==> config.mk <==
export PLATFORM = sky130hd
export DESIGN_NAME = mem_port_arbiter_flat
export DESIGN_NICKNAME = d
export VERILOG_FILES = /design/src/rtl/mem_port_arbiter_if.sv /design/src/rtl/mem_port_arbiter.sv /design/src/flat_wrapper.sv
export SDC_FILE = /design/constraint.sdc
export NUM_CORES = 1
export LEC_CHECK = 0
export CAP_MARGIN = 20
export CORE_AREA = 2 2 107 109
export DETAILED_ROUTE_END_ITERATION = 7
export DIE_AREA = 0 0 109 111
export PLACE_DENSITY = 0.57
export SLEW_MARGIN = 20
export SYNTH_ARGS = -nofsm -noshare
export SYNTH_HDL_FRONTEND = slang
export SYNTH_SLANG_ARGS = --single-unit
==> constraint.sdc <==
create_clock -name clk -period 4.4 [get_ports clk]
set_input_delay 0.44 -clock clk [delete_from_list [all_inputs] [get_ports clk]]
set_output_delay 0.44 -clock clk [all_outputs]
set_load 0.01 [all_outputs]
==> src/rtl/mem_port_arbiter_if.sv <==
// Bundle of requester-side (I fetch, D load/store) and memory-side signals for mem_port_arbiter.
// The slave modport is the arbiter's view; master is the environment (core + memory) view.
interface mem_port_arbiter_if #(
    parameter int ADDR_WIDTH = 32,
    parameter int DATA_WIDTH = 32
);
    logic                      i_req_valid;
    logic                      i_req_ready;
    logic [ADDR_WIDTH-1:0]     i_addr;
    logic                      i_rsp_valid;
    logic [DATA_WIDTH-1:0]     i_rdata;

    logic                      d_req_valid;
    logic                      d_req_ready;
    logic                      d_we;
    logic [DATA_WIDTH/8-1:0]   d_be;
    logic [ADDR_WIDTH-1:0]     d_addr;
    logic [DATA_WIDTH-1:0]     d_wdata;
    logic                      d_rsp_valid;
    logic [DATA_WIDTH-1:0]     d_rdata;

    logic                      mem_req;
    logic                      mem_gnt;
    logic                      mem_we;
    logic [DATA_WIDTH/8-1:0]   mem_be;
    logic [ADDR_WIDTH-1:0]     mem_addr;
    logic [DATA_WIDTH-1:0]     mem_wdata;
    logic                      mem_rvalid;
    logic [DATA_WIDTH-1:0]     mem_rdata;

    logic                      spurious_rsp;

    modport slave (
        input  i_req_valid, i_addr,
        input  d_req_valid, d_we, d_be, d_addr, d_wdata,
        input  mem_gnt, mem_rvalid, mem_rdata,
        output i_req_ready, i_rsp_valid, i_rdata,
        output d_req_ready, d_rsp_valid, d_rdata,
        output mem_req, mem_we, mem_be, mem_addr, mem_wdata,
        output spurious_rsp
    );

    modport master (
        output i_req_valid, i_addr,
        output d_req_valid, d_we, d_be, d_addr, d_wdata,
        output mem_gnt, mem_rvalid, mem_rdata,
        input  i_req_ready, i_rsp_valid, i_rdata,
        input  d_req_ready, d_rsp_valid, d_rdata,
        input  mem_req, mem_we, mem_be, mem_addr, mem_wdata,
        input  spurious_rsp
    );
endinterface

==> src/rtl/mem_port_arbiter.sv <==
// Single-outstanding arbiter sharing one memory port between fetch (I) and load/store (D).
// D has fixed priority; a streak counter forces an I grant after STARVE_LIMIT back-to-back D grants.
module mem_port_arbiter #(
    parameter int ADDR_WIDTH   = 32,
    parameter int DATA_WIDTH   = 32,
    parameter int STARVE_LIMIT = 4
) (
    input logic               clk,
    input logic               rst,
    mem_port_arbiter_if.slave bus
);
    localparam int BE_WIDTH = DATA_WIDTH / 8;
    localparam int STREAK_W = $clog2(STARVE_LIMIT + 1);
    localparam logic [STREAK_W-1:0] LIMIT = STREAK_W'(STARVE_LIMIT);

    typedef enum logic [1:0] {IDLE, WAIT_I, WAIT_D} state_t;

    state_t                r_state;
    logic [STREAK_W-1:0]   r_streak;
    logic                  r_spurious;

    logic                  w_idle;
    logic                  w_sel_d;
    logic                  w_sel_i;
    logic                  w_hs;
    logic [ADDR_WIDTH-1:0] w_addr;
    logic [DATA_WIDTH-1:0] w_wdata;
    logic [BE_WIDTH-1:0]   w_be;
    logic [DATA_WIDTH-1:0] w_rdata;
    logic                  w_rsp_i;
    logic                  w_rsp_d;

    // Reset gates selection and responses so every output reads 0 while rst is high.
    always_comb begin
        w_idle  = (r_state == IDLE) && !rst;
        w_sel_d = w_idle && bus.d_req_valid && !(bus.i_req_valid && (r_streak == LIMIT));
        w_sel_i = w_idle && !w_sel_d && bus.i_req_valid;
        w_hs    = (w_sel_d || w_sel_i) && bus.mem_gnt;
        w_rsp_i = !rst && (r_state == WAIT_I) && bus.mem_rvalid;
        w_rsp_d = !rst && (r_state == WAIT_D) && bus.mem_rvalid;
    end

    always_comb begin
        w_addr  = '0;
        w_wdata = '0;
        w_be    = '0;
        if (w_sel_d) begin
            w_addr  = bus.d_addr;
            w_wdata = bus.d_wdata;
            w_be    = bus.d_be;
        end else if (w_sel_i) begin
            w_addr  = bus.i_addr;
        end
        w_rdata = bus.mem_rdata;
    end

    always_comb begin
        bus.mem_req      = w_sel_d || w_sel_i;
        bus.mem_we       = w_sel_d && bus.d_we;
        bus.mem_be       = w_be;
        bus.mem_addr     = w_addr;
        bus.mem_wdata    = w_wdata;
        bus.d_req_ready  = w_sel_d && bus.mem_gnt;
        bus.i_req_ready  = w_sel_i && bus.mem_gnt;
        bus.i_rsp_valid  = w_rsp_i;
        bus.i_rdata      = w_rsp_i ? w_rdata : '0;
        bus.d_rsp_valid  = w_rsp_d;
        bus.d_rdata      = w_rsp_d ? w_rdata : '0;
        bus.spurious_rsp = r_spurious && !rst;
    end

    always_ff @(posedge clk) begin
        if (rst) begin
            r_state    <= IDLE;
            r_streak   <= '0;
            r_spurious <= 1'b0;
        end else begin
            case (r_state)
                IDLE: begin
                    if (bus.mem_rvalid) r_spurious <= 1'b1;
                    if (w_hs) r_state <= w_sel_d ? WAIT_D : WAIT_I;
                end
                WAIT_I, WAIT_D: begin
                    if (bus.mem_rvalid) r_state <= IDLE;
                end
                default: r_state <= IDLE;
            endcase

            // Streak counts D grants only while I is waiting; any I grant or idle I clears it.
            if (!bus.i_req_valid || (w_hs && w_sel_i)) begin
                r_streak <= '0;
            end else if (w_hs && w_sel_d && (r_streak != LIMIT)) begin
                r_streak <= r_streak + 1'b1;
            end
        end
    end
endmodule

==> src/flat_wrapper.sv <==
// flat-port wrapper written by rule: the top's interface ports become plain ports
module mem_port_arbiter_flat 
#(
    parameter int ADDR_WIDTH   = 32,
    parameter int DATA_WIDTH   = 32,
    parameter int STARVE_LIMIT = 4
)
  (clk, rst, bus_i_req_valid, bus_i_addr, bus_d_req_valid, bus_d_we, bus_d_be, bus_d_addr, bus_d_wdata, bus_mem_gnt, bus_mem_rvalid, bus_mem_rdata, bus_i_req_ready, bus_i_rsp_valid, bus_i_rdata, bus_d_req_ready, bus_d_rsp_valid, bus_d_rdata, bus_mem_req, bus_mem_we, bus_mem_be, bus_mem_addr, bus_mem_wdata, bus_spurious_rsp);
  mem_port_arbiter_if #(.ADDR_WIDTH(ADDR_WIDTH), .DATA_WIDTH(DATA_WIDTH)) bus_i ();
  input logic clk;
  input logic rst;
  input wire logic [$bits(bus_i.i_req_valid)-1:0] bus_i_req_valid;
  input wire logic [$bits(bus_i.i_addr)-1:0] bus_i_addr;
  input wire logic [$bits(bus_i.d_req_valid)-1:0] bus_d_req_valid;
  input wire logic [$bits(bus_i.d_we)-1:0] bus_d_we;
  input wire logic [$bits(bus_i.d_be)-1:0] bus_d_be;
  input wire logic [$bits(bus_i.d_addr)-1:0] bus_d_addr;
  input wire logic [$bits(bus_i.d_wdata)-1:0] bus_d_wdata;
  input wire logic [$bits(bus_i.mem_gnt)-1:0] bus_mem_gnt;
  input wire logic [$bits(bus_i.mem_rvalid)-1:0] bus_mem_rvalid;
  input wire logic [$bits(bus_i.mem_rdata)-1:0] bus_mem_rdata;
  output wire logic [$bits(bus_i.i_req_ready)-1:0] bus_i_req_ready;
  output wire logic [$bits(bus_i.i_rsp_valid)-1:0] bus_i_rsp_valid;
  output wire logic [$bits(bus_i.i_rdata)-1:0] bus_i_rdata;
  output wire logic [$bits(bus_i.d_req_ready)-1:0] bus_d_req_ready;
  output wire logic [$bits(bus_i.d_rsp_valid)-1:0] bus_d_rsp_valid;
  output wire logic [$bits(bus_i.d_rdata)-1:0] bus_d_rdata;
  output wire logic [$bits(bus_i.mem_req)-1:0] bus_mem_req;
  output wire logic [$bits(bus_i.mem_we)-1:0] bus_mem_we;
  output wire logic [$bits(bus_i.mem_be)-1:0] bus_mem_be;
  output wire logic [$bits(bus_i.mem_addr)-1:0] bus_mem_addr;
  output wire logic [$bits(bus_i.mem_wdata)-1:0] bus_mem_wdata;
  output wire logic [$bits(bus_i.spurious_rsp)-1:0] bus_spurious_rsp;
  assign bus_i.i_req_valid = bus_i_req_valid;
  assign bus_i.i_addr = bus_i_addr;
  assign bus_i.d_req_valid = bus_d_req_valid;
  assign bus_i.d_we = bus_d_we;
  assign bus_i.d_be = bus_d_be;
  assign bus_i.d_addr = bus_d_addr;
  assign bus_i.d_wdata = bus_d_wdata;
  assign bus_i.mem_gnt = bus_mem_gnt;
  assign bus_i.mem_rvalid = bus_mem_rvalid;
  assign bus_i.mem_rdata = bus_mem_rdata;
  assign bus_i_req_ready = bus_i.i_req_ready;
  assign bus_i_rsp_valid = bus_i.i_rsp_valid;
  assign bus_i_rdata = bus_i.i_rdata;
  assign bus_d_req_ready = bus_i.d_req_ready;
  assign bus_d_rsp_valid = bus_i.d_rsp_valid;
  assign bus_d_rdata = bus_i.d_rdata;
  assign bus_mem_req = bus_i.mem_req;
  assign bus_mem_we = bus_i.mem_we;
  assign bus_mem_be = bus_i.mem_be;
  assign bus_mem_addr = bus_i.mem_addr;
  assign bus_mem_wdata = bus_i.mem_wdata;
  assign bus_spurious_rsp = bus_i.spurious_rsp;
  mem_port_arbiter #(.ADDR_WIDTH(ADDR_WIDTH), .DATA_WIDTH(DATA_WIDTH), .STARVE_LIMIT(STARVE_LIMIT)) u_core (.clk(clk), .rst(rst), .bus(bus_i));
endmodule
==> results.tsv, run 1 <==
stage	metric	value	unit
critical_path	startpoint_type	primary input	
sta	slew_headroom	0.391	
sta	max_freq	300	MHz
critical_path	crit_fanout	38	
critical_path	r2r_start	u_core.r_state[0]$_SDFFE_PP0P_	
logic_synthesis	synth_edf_count	0	
clock_network	postCtsSetupBuffers	0	
clock_network	clock_sinks	6	
floorplan	core-area	11100	um2
cells_and_area	multiInputGateArea	1200	um2
logic_synthesis	syn_area_per_cell	7.43	um2
clock_network	ctsHtreeMaxLevel	1	
logic_synthesis	synth.cell_area	1470	um2
logic_synthesis	yosys_register_bits	6	
logic_synthesis	synth.area.mux_share	0.00680	
place	dpl-instance-area	4310	um2
drt	drt_iter0_markers	81	
critical_path	reg2regPathDepth	6	
sta	worst_pin_slew	0.913	ns
power_and_ir_drop	pwr_density_cell	189	nW/um2
cells_and_area	area_growth	198	%
hold_path	hold_class	reg2reg	
critical_path	crit_path_end_kind	output pin	
sta	fin_crit_sh	0.758	
clock_network	cts_tree	done	
logic_synthesis	synth_xor_area_frac	0.0119	
logic_synthesis	synth_fa_ha_area_frac	0.0425	
drt	ant_nets	0	
logic_synthesis	synth_compound_area_frac	0.221	
logic_synthesis	synthSimpleGateAreaFrac	0.531	
cells_and_area	fillers	1146	
sta	period_needed	3.34	ns
global_route	grt_max_degree	39	
critical_path	crit_required	3.96	ns
logic_synthesis	synth_nets	342	
logic_synthesis	synth_cells	198	
logic_synthesis	async_flop_share	0	
place	gp_congestion	0.800	
sta	tns	0	ns
logic_synthesis	ys_seq_area_frac	0.0816	
clock_network	cts_resized	0	
cells_and_area	n_antenna_cell	0	
sta	hold_ws	0.454	ns
sta	rsz0062_at_grt	no	
sta	fin_ws	1.06	ns
floorplan	start_util	0.133	
run	drv_cap	0	
logic_synthesis	synth_top_family_by_area	simple AND/OR/NAND/NOR gates	
logic_synthesis	yosysWarnings	0	
drt	remaining_drc_errors	0	
global_route	grt_pass1_vias	2301	
power_and_ir_drop	ir_drop	127	uV
clock_network	holdBufCountCts	0	
global_route	antenna_found_initial	0	
clock_network	clkTransAtPathRegs	0.03	ns
sta	setup_viol	0	
floorplan	rows	39	
floorplan	dieHeight	111	um
sta	fin_skew	0.00223	ns
critical_path	cp-startpoint	rst	
floorplan	dieArea	12100	um2
place	post-place-ws	1.06	ns
sta	hold_viol_final	0	
cells_and_area	drive_gt1_frac	0.0216	
drt	drt-total-wl	8280	um
floorplan	die_x	109	um
run_status	status	complete, no violations	
drt	viasPerCell	3.97	
drt	routedWlPerCell	13.7	um
place	io_buffers	277	
global_route	gr-total-overflow	0	
critical_path	rr_endpoint	u_core.r_state[0]$_SDFFE_PP0P_	
logic_synthesis	netlist-cell-type-count	27	
place	place_hpwl	7040	um
global_route	grt_first_pass_wirelength	11900	um
power_and_ir_drop	power	0.000830	W
power_and_ir_drop	p_leak	1.67	nW
drt	num_vias	2405	
critical_path	crit_arrival	2.90	ns
clock_network	clk_latency	0.23	ns
clock_network	cts_buffer_depth	2	
logic_synthesis	synthFlopType	dfxtp_1	
critical_path	worstSetupPathType	in2out	
global_route	grt.total_usage	0.124	
critical_path	critPathCapture	bus_mem_wdata[12]	
cells_and_area	regArea	120	um2
cells_and_area	nets	609	
critical_path	rrSetupSlack	2.58	ns
clock_network	cts_buffers	3	
drt	dr.pass1.iters	4	
sta	slew_violations	0	
clock_network	cts_root_buf	clkbuf_16	
floorplan	io_pins	278	
cells_and_area	final_cell_area	4390	um2
state kept, by name (all words and copies together), names as in the netlist:
| register | count |
|---|---|
| u_core.r_streak | 3 |
| u_core.r_state | 2 |
| u_core.r_spurious | 1 |
where the power goes:
| part | leakage, nW | internal [W] | switching, W |
|---|---|---|---|
| Clock | 0.0370 | 0.000117 | 0.0000317 |
| Combinational | 1.58 | 0.000382 | 0.000231 |
| Sequential | 0.0490 | 0.0000640 | 0.00000460 |
| Total | 1.67 | 0.000563 | 0.000267 |
synth_stat cells (all sizes together), types with 3 or more instances:
cell type | instances | share of area
nor2b | 3 | 0.018
and2 | 104 | 0.44
buf | 11 | 0.071
inv | 5 | 0.013
clkbuf | 7 | 0.020
a22o | 32 | 0.19
ha | 5 | 0.043
dfxtp | 6 | 0.082
nor2 | 5 | 0.013
cell usage in the layout (no fill, tap or decap), drive strengths merged, types with 2 or more instances in the layout:
cell type	count
and3	2
nand3	2
inv	5
buf	3
clkbuf	3
nand2b	2
a22o	32
and3b	2
ha	5
clkdlybuf4s50	277
nor2b	3
and2	104
o31ai	2
dfxtp	6
nor2	5
worst max-delay path, cell delays in order:
cell and delay (ns):
clkdlybuf4s50_1 0.59, nor2b_4 0.22, and3_2 0.61, buf_4 0.31, and2_1 0.15, clkdlybuf4s50_1 0.55
how the worst min path moves through the flow:
stage / startpoint / end / cells after the start
finish: u_core.r_spurious$_SDFFE_PP0P_ / u_core.r_spurious$_SDFFE_PP0P_ / 2
detailed placement: u_core.r_spurious$_SDFFE_PP0P_ / u_core.r_spurious$_SDFFE_PP0P_ / 2
CTS: u_core.r_spurious$_SDFFE_PP0P_ / u_core.r_spurious$_SDFFE_PP0P_ / 2
global route: u_core.r_spurious$_SDFFE_PP0P_ / u_core.r_spurious$_SDFFE_PP0P_ / 2
global placement: u_core.r_spurious$_SDFFE_PP0P_ / u_core.r_spurious$_SDFFE_PP0P_ / 2
floorplan: u_core.r_spurious$_SDFFE_PP0P_ / u_core.r_spurious$_SDFFE_PP0P_ / 2
final cells by class:
type,count,share of cell area
clock buffer,3,0.0171
timing repair buffer,280,0.637
tap,143,0.0408
sequential,6,0.0274
inverter,5,0.00428
multi-input combinational,169,0.273
kinds of logic after synthesis:
group,after synthesis
simple gates,123
fa+ha+maj,5
compound gates,38
flops,6
buf+inv,23
mux,1
xor+xnor,2
metal layers:
metal / GRT usage / routed length [um] / up-vias
met5: 0 / 0 / -
met4: 0.0128 / 29 / 0
met3: 0.0429 / 979 / 5
met2: 0.243 / 4400 / 135
met1: 0.128 / 2860 / 1072
li1: - / - / 1193
per-stage QoR:
step	std cells	util
2_1_floorplan	198	-
3_3_place_gp	603	0.389
3_5_place_dp	603	0.389
4_1_cts	606	0.396
5_1_grt	606	0.396
6_report	606	0.396
No activity file was read; power rests on OpenSTA's default activity.
==> run 2, diff against run 1 <==
- CORE_AREA: 2 2 107 109 -> 2 2 109 111
- DIE_AREA: 0 0 109 111 -> 0 0 111 113
- PLACE_DENSITY: 0.57 -> 0.55
- clock period: 4.4 -> 3.35 ns (I/O delays scaled with it)
==> run 2 against run 1 <==
Effect of this change: non-clock buffer count is 2 higher; sequential share of layout area about the same; first-iteration DRC count fell by 36%; largest power group unchanged; combinational power increased by 32%; setup slack lost 0.54 ns; final area grew 0.34%; worst hold slack is essentially flat; largest cell class unchanged; sequential power up 30%; power rose by 32%; register-to-register slack got worse by 0.98 ns; clock skew about the same.
==> results.tsv, run 2 (same netlist as run 1, synthesis figures left out) <==
stage	metric	value	unit	change
global_route	grt_pass1_vias	2379		was 2301
critical_path	crit_fanout	40		was 38
global_route	grt.total_usage	0.116		was 0.124
floorplan	die_x	111	um	was 109 um
clock_network	postCtsSetupBuffers	0		unchanged
power_and_ir_drop	p_leak	1.68	nW	was 1.67 nW
critical_path	crit_path_end_kind	output pin		unchanged
critical_path	cp_top_family	buffers and inverters		unchanged
critical_path	crit_required	3.01	ns	was 3.96 ns
floorplan	dieHeight	113	um	was 111 um
sta	hold_viol_final	0		unchanged
sta	max_freq	354	MHz	
place	place_hpwl	7210	um	was 7040 um
sta	slew_headroom	0.760		was 0.391
critical_path	worstSetupPathType	in2out		unchanged
hold_path	min_path_cells	2		unchanged
clock_network	cts_resized	0		unchanged
run	drv_cap	0		unchanged
place	gp_congestion	0.869		was 0.800
critical_path	startpoint_type	primary input		unchanged
clock_network	cts_buffer_depth	2		unchanged
critical_path	cp_num_cells	6		unchanged
sta	fin_crit_sh	0.843		
critical_path	critical_path.most_common_cell	clkdlybuf4s50_1		unchanged
clock_network	ctsHtreeMaxLevel	1		unchanged
run_status	status	complete, no violations		unchanged
floorplan	rows	39		unchanged
hold_path	hold_class	reg2reg		unchanged
sta	tns	0	ns	unchanged
clock_network	clkTransAtPathRegs	0.03	ns	about the same
floorplan	start_util	0.131		was 0.133
cells_and_area	n_antenna_cell	0		unchanged
cells_and_area	nets	611		was 609
clock_network	clk_latency	0.23	ns	about the same
clock_network	clock_sinks	6		unchanged
drt	remaining_drc_errors	0		unchanged
cells_and_area	regMostFlops	u_core.r_streak		unchanged
floorplan	core-area	11300	um2	was 11100 um2
critical_path	crit_arrival	2.49	ns	was 2.90 ns
sta	slew_violations	0		unchanged
cells_and_area	drive_gt1_frac	0.0258		was 0.0216
drt	drt_iter0_markers	52		was 81
global_route	gr-total-overflow	0		unchanged
cells_and_area	layout_commonest_cell	clkdlybuf4s50_1		unchanged
cells_and_area	layout_common_cells	277 x clkdlybuf4s50_1, 104 x and2_1, 32 x a22o_1, 6 x dfxtp_1		unchanged
sta	rsz0062_at_grt	no		unchanged
drt	routedWlPerCell	13.6	um	was 13.7 um
drt	dr.pass1.iters	4		unchanged
drt	num_vias	2425		was 2405
drt	drt-total-wl	8270	um	was 8280 um
floorplan	io_pins	278		unchanged
drt	viasPerCell	3.99		was 3.97
critical_path	slowest_delay	0.58	ns	was 0.61 ns
drt	ant_nets	0		unchanged
sta	hold_ws	0.454	ns	about the same
clock_network	holdBufCountCts	0		unchanged
power_and_ir_drop	ir_drop	189	uV	was 127 uV
cells_and_area	fillers	1165		was 1146
sta	setup_viol	0		unchanged
cells_and_area	reg.largest.list	u_core.r_streak (3), u_core.r_state (2), u_core.r_spurious (1)		unchanged
sta	period_needed	2.82	ns	
power_and_ir_drop	pwr_density_cell	248	nW/um2	was 189 nW/um2
critical_path	reg2regPathDepth	7		was 6
cells_and_area	area_growth	199	%	was 198%
global_route	antenna_found_initial	0		unchanged
clock_network	cts_root_buf	clkbuf_16		unchanged
global_route	grt_max_degree	41		was 39
sta	worst_pin_slew	0.360	ns	was 0.913 ns
clock_network	cts_tree	done		unchanged
critical_path	slowest_stage	clkdlybuf4s50_1		was and3_2
global_route	grt_first_pass_wirelength	11800	um	was 11900 um
clock_network	cts_buffers	3		unchanged
cells_and_area	largest_register_ff_count	3		unchanged
critical_path	crit_buf_inv	3		unchanged
critical_path	path_cells	clkdlybuf4s50_1 -> nor2b_4 -> and3_2 -> buf_4 -> a22o_1 -> clkdlybuf4s50_1		was clkdlybuf4s50_1 -> nor2b_4 -> and3_2 -> buf_4 -> and2_1 -> clkdlybuf4s50_1
place	io_buffers	277		unchanged
sta	fin_skew	0.00215	ns	was 0.00223 ns
floorplan	dieArea	12500	um2	was 12100 um2
[run 2: changes by cell type in the layout (fill, tap and decap cells not counted)]
cell   before  now
buf_4       3    5
[run 2: layout make-up]
class	instances	area, um2	area share
clock buffers	3	75.1	0.0171
inverters	5	18.8	0.00426
multi-input cells	169	1200	0.272
flip-flops and latches	6	120	0.0273
well taps	143	179	0.0406
repair buffers	282	2810	0.638
[run 2: stage by stage]
step                      setup slack (ns)  cell area, um2  total power, W  cells   util
after floorplan                       1.59            1470        0.000438    198      -
after global placement               0.533            4330        0.000906    605  0.384
after CTS                            0.499            4400         0.00111    608  0.390
final                                0.525            4400         0.00109    608  0.390
after global routing                 0.392            4400         0.00116    608  0.390
after detailed placement             0.499            4330        0.000909    605  0.384
[run 2: power by group]
group	total (W)	switching, W	leakage (nW)	internal (W)
Sequential	0.0000893	0.00000532	0.0490	0.0000840
Clock	0.000196	0.0000422	0.0370	0.000153
Combinational	0.000808	0.000304	1.59	0.000504
Total	0.00109	0.000351	1.68	0.000742
[run 2: metal layers]
metal  GRT usage  routed length (um)  up-vias
li1            -                   -     1199
met1       0.117                3020     1042
met2       0.228                4150      176
met3      0.0418                 966        8
met4      0.0275                 122        0
met5           0                   0        -
[run 2: path summary, 6_finish.rpt]
| path | from | end | slack, ns |
|---|---|---|---|
| min reg2reg | u_core.r_spurious$_SDFFE_PP0P_ | u_core.r_spurious$_SDFFE_PP0P_ | 0.45 |
| max | rst | bus_mem_addr[14] | 0.53 |
| min | u_core.r_spurious$_SDFFE_PP0P_ | u_core.r_spurious$_SDFFE_PP0P_ | 0.45 |
| max reg2reg | u_core.r_state[0]$_SDFFE_PP0P_ | u_core.r_streak[0]$_SDFFE_PP0P_ | 1.60 |
[run 2: worst register-to-register path, cell delays in order (launching register included)]
cell and delay (ns):
dfxtp_1 0.30, inv_1 0.10, ha_1 0.22, nor2b_4 0.19, nor3b_4 0.18, buf_4 0.35
a211o_1 0.24, nor2_1 0.06
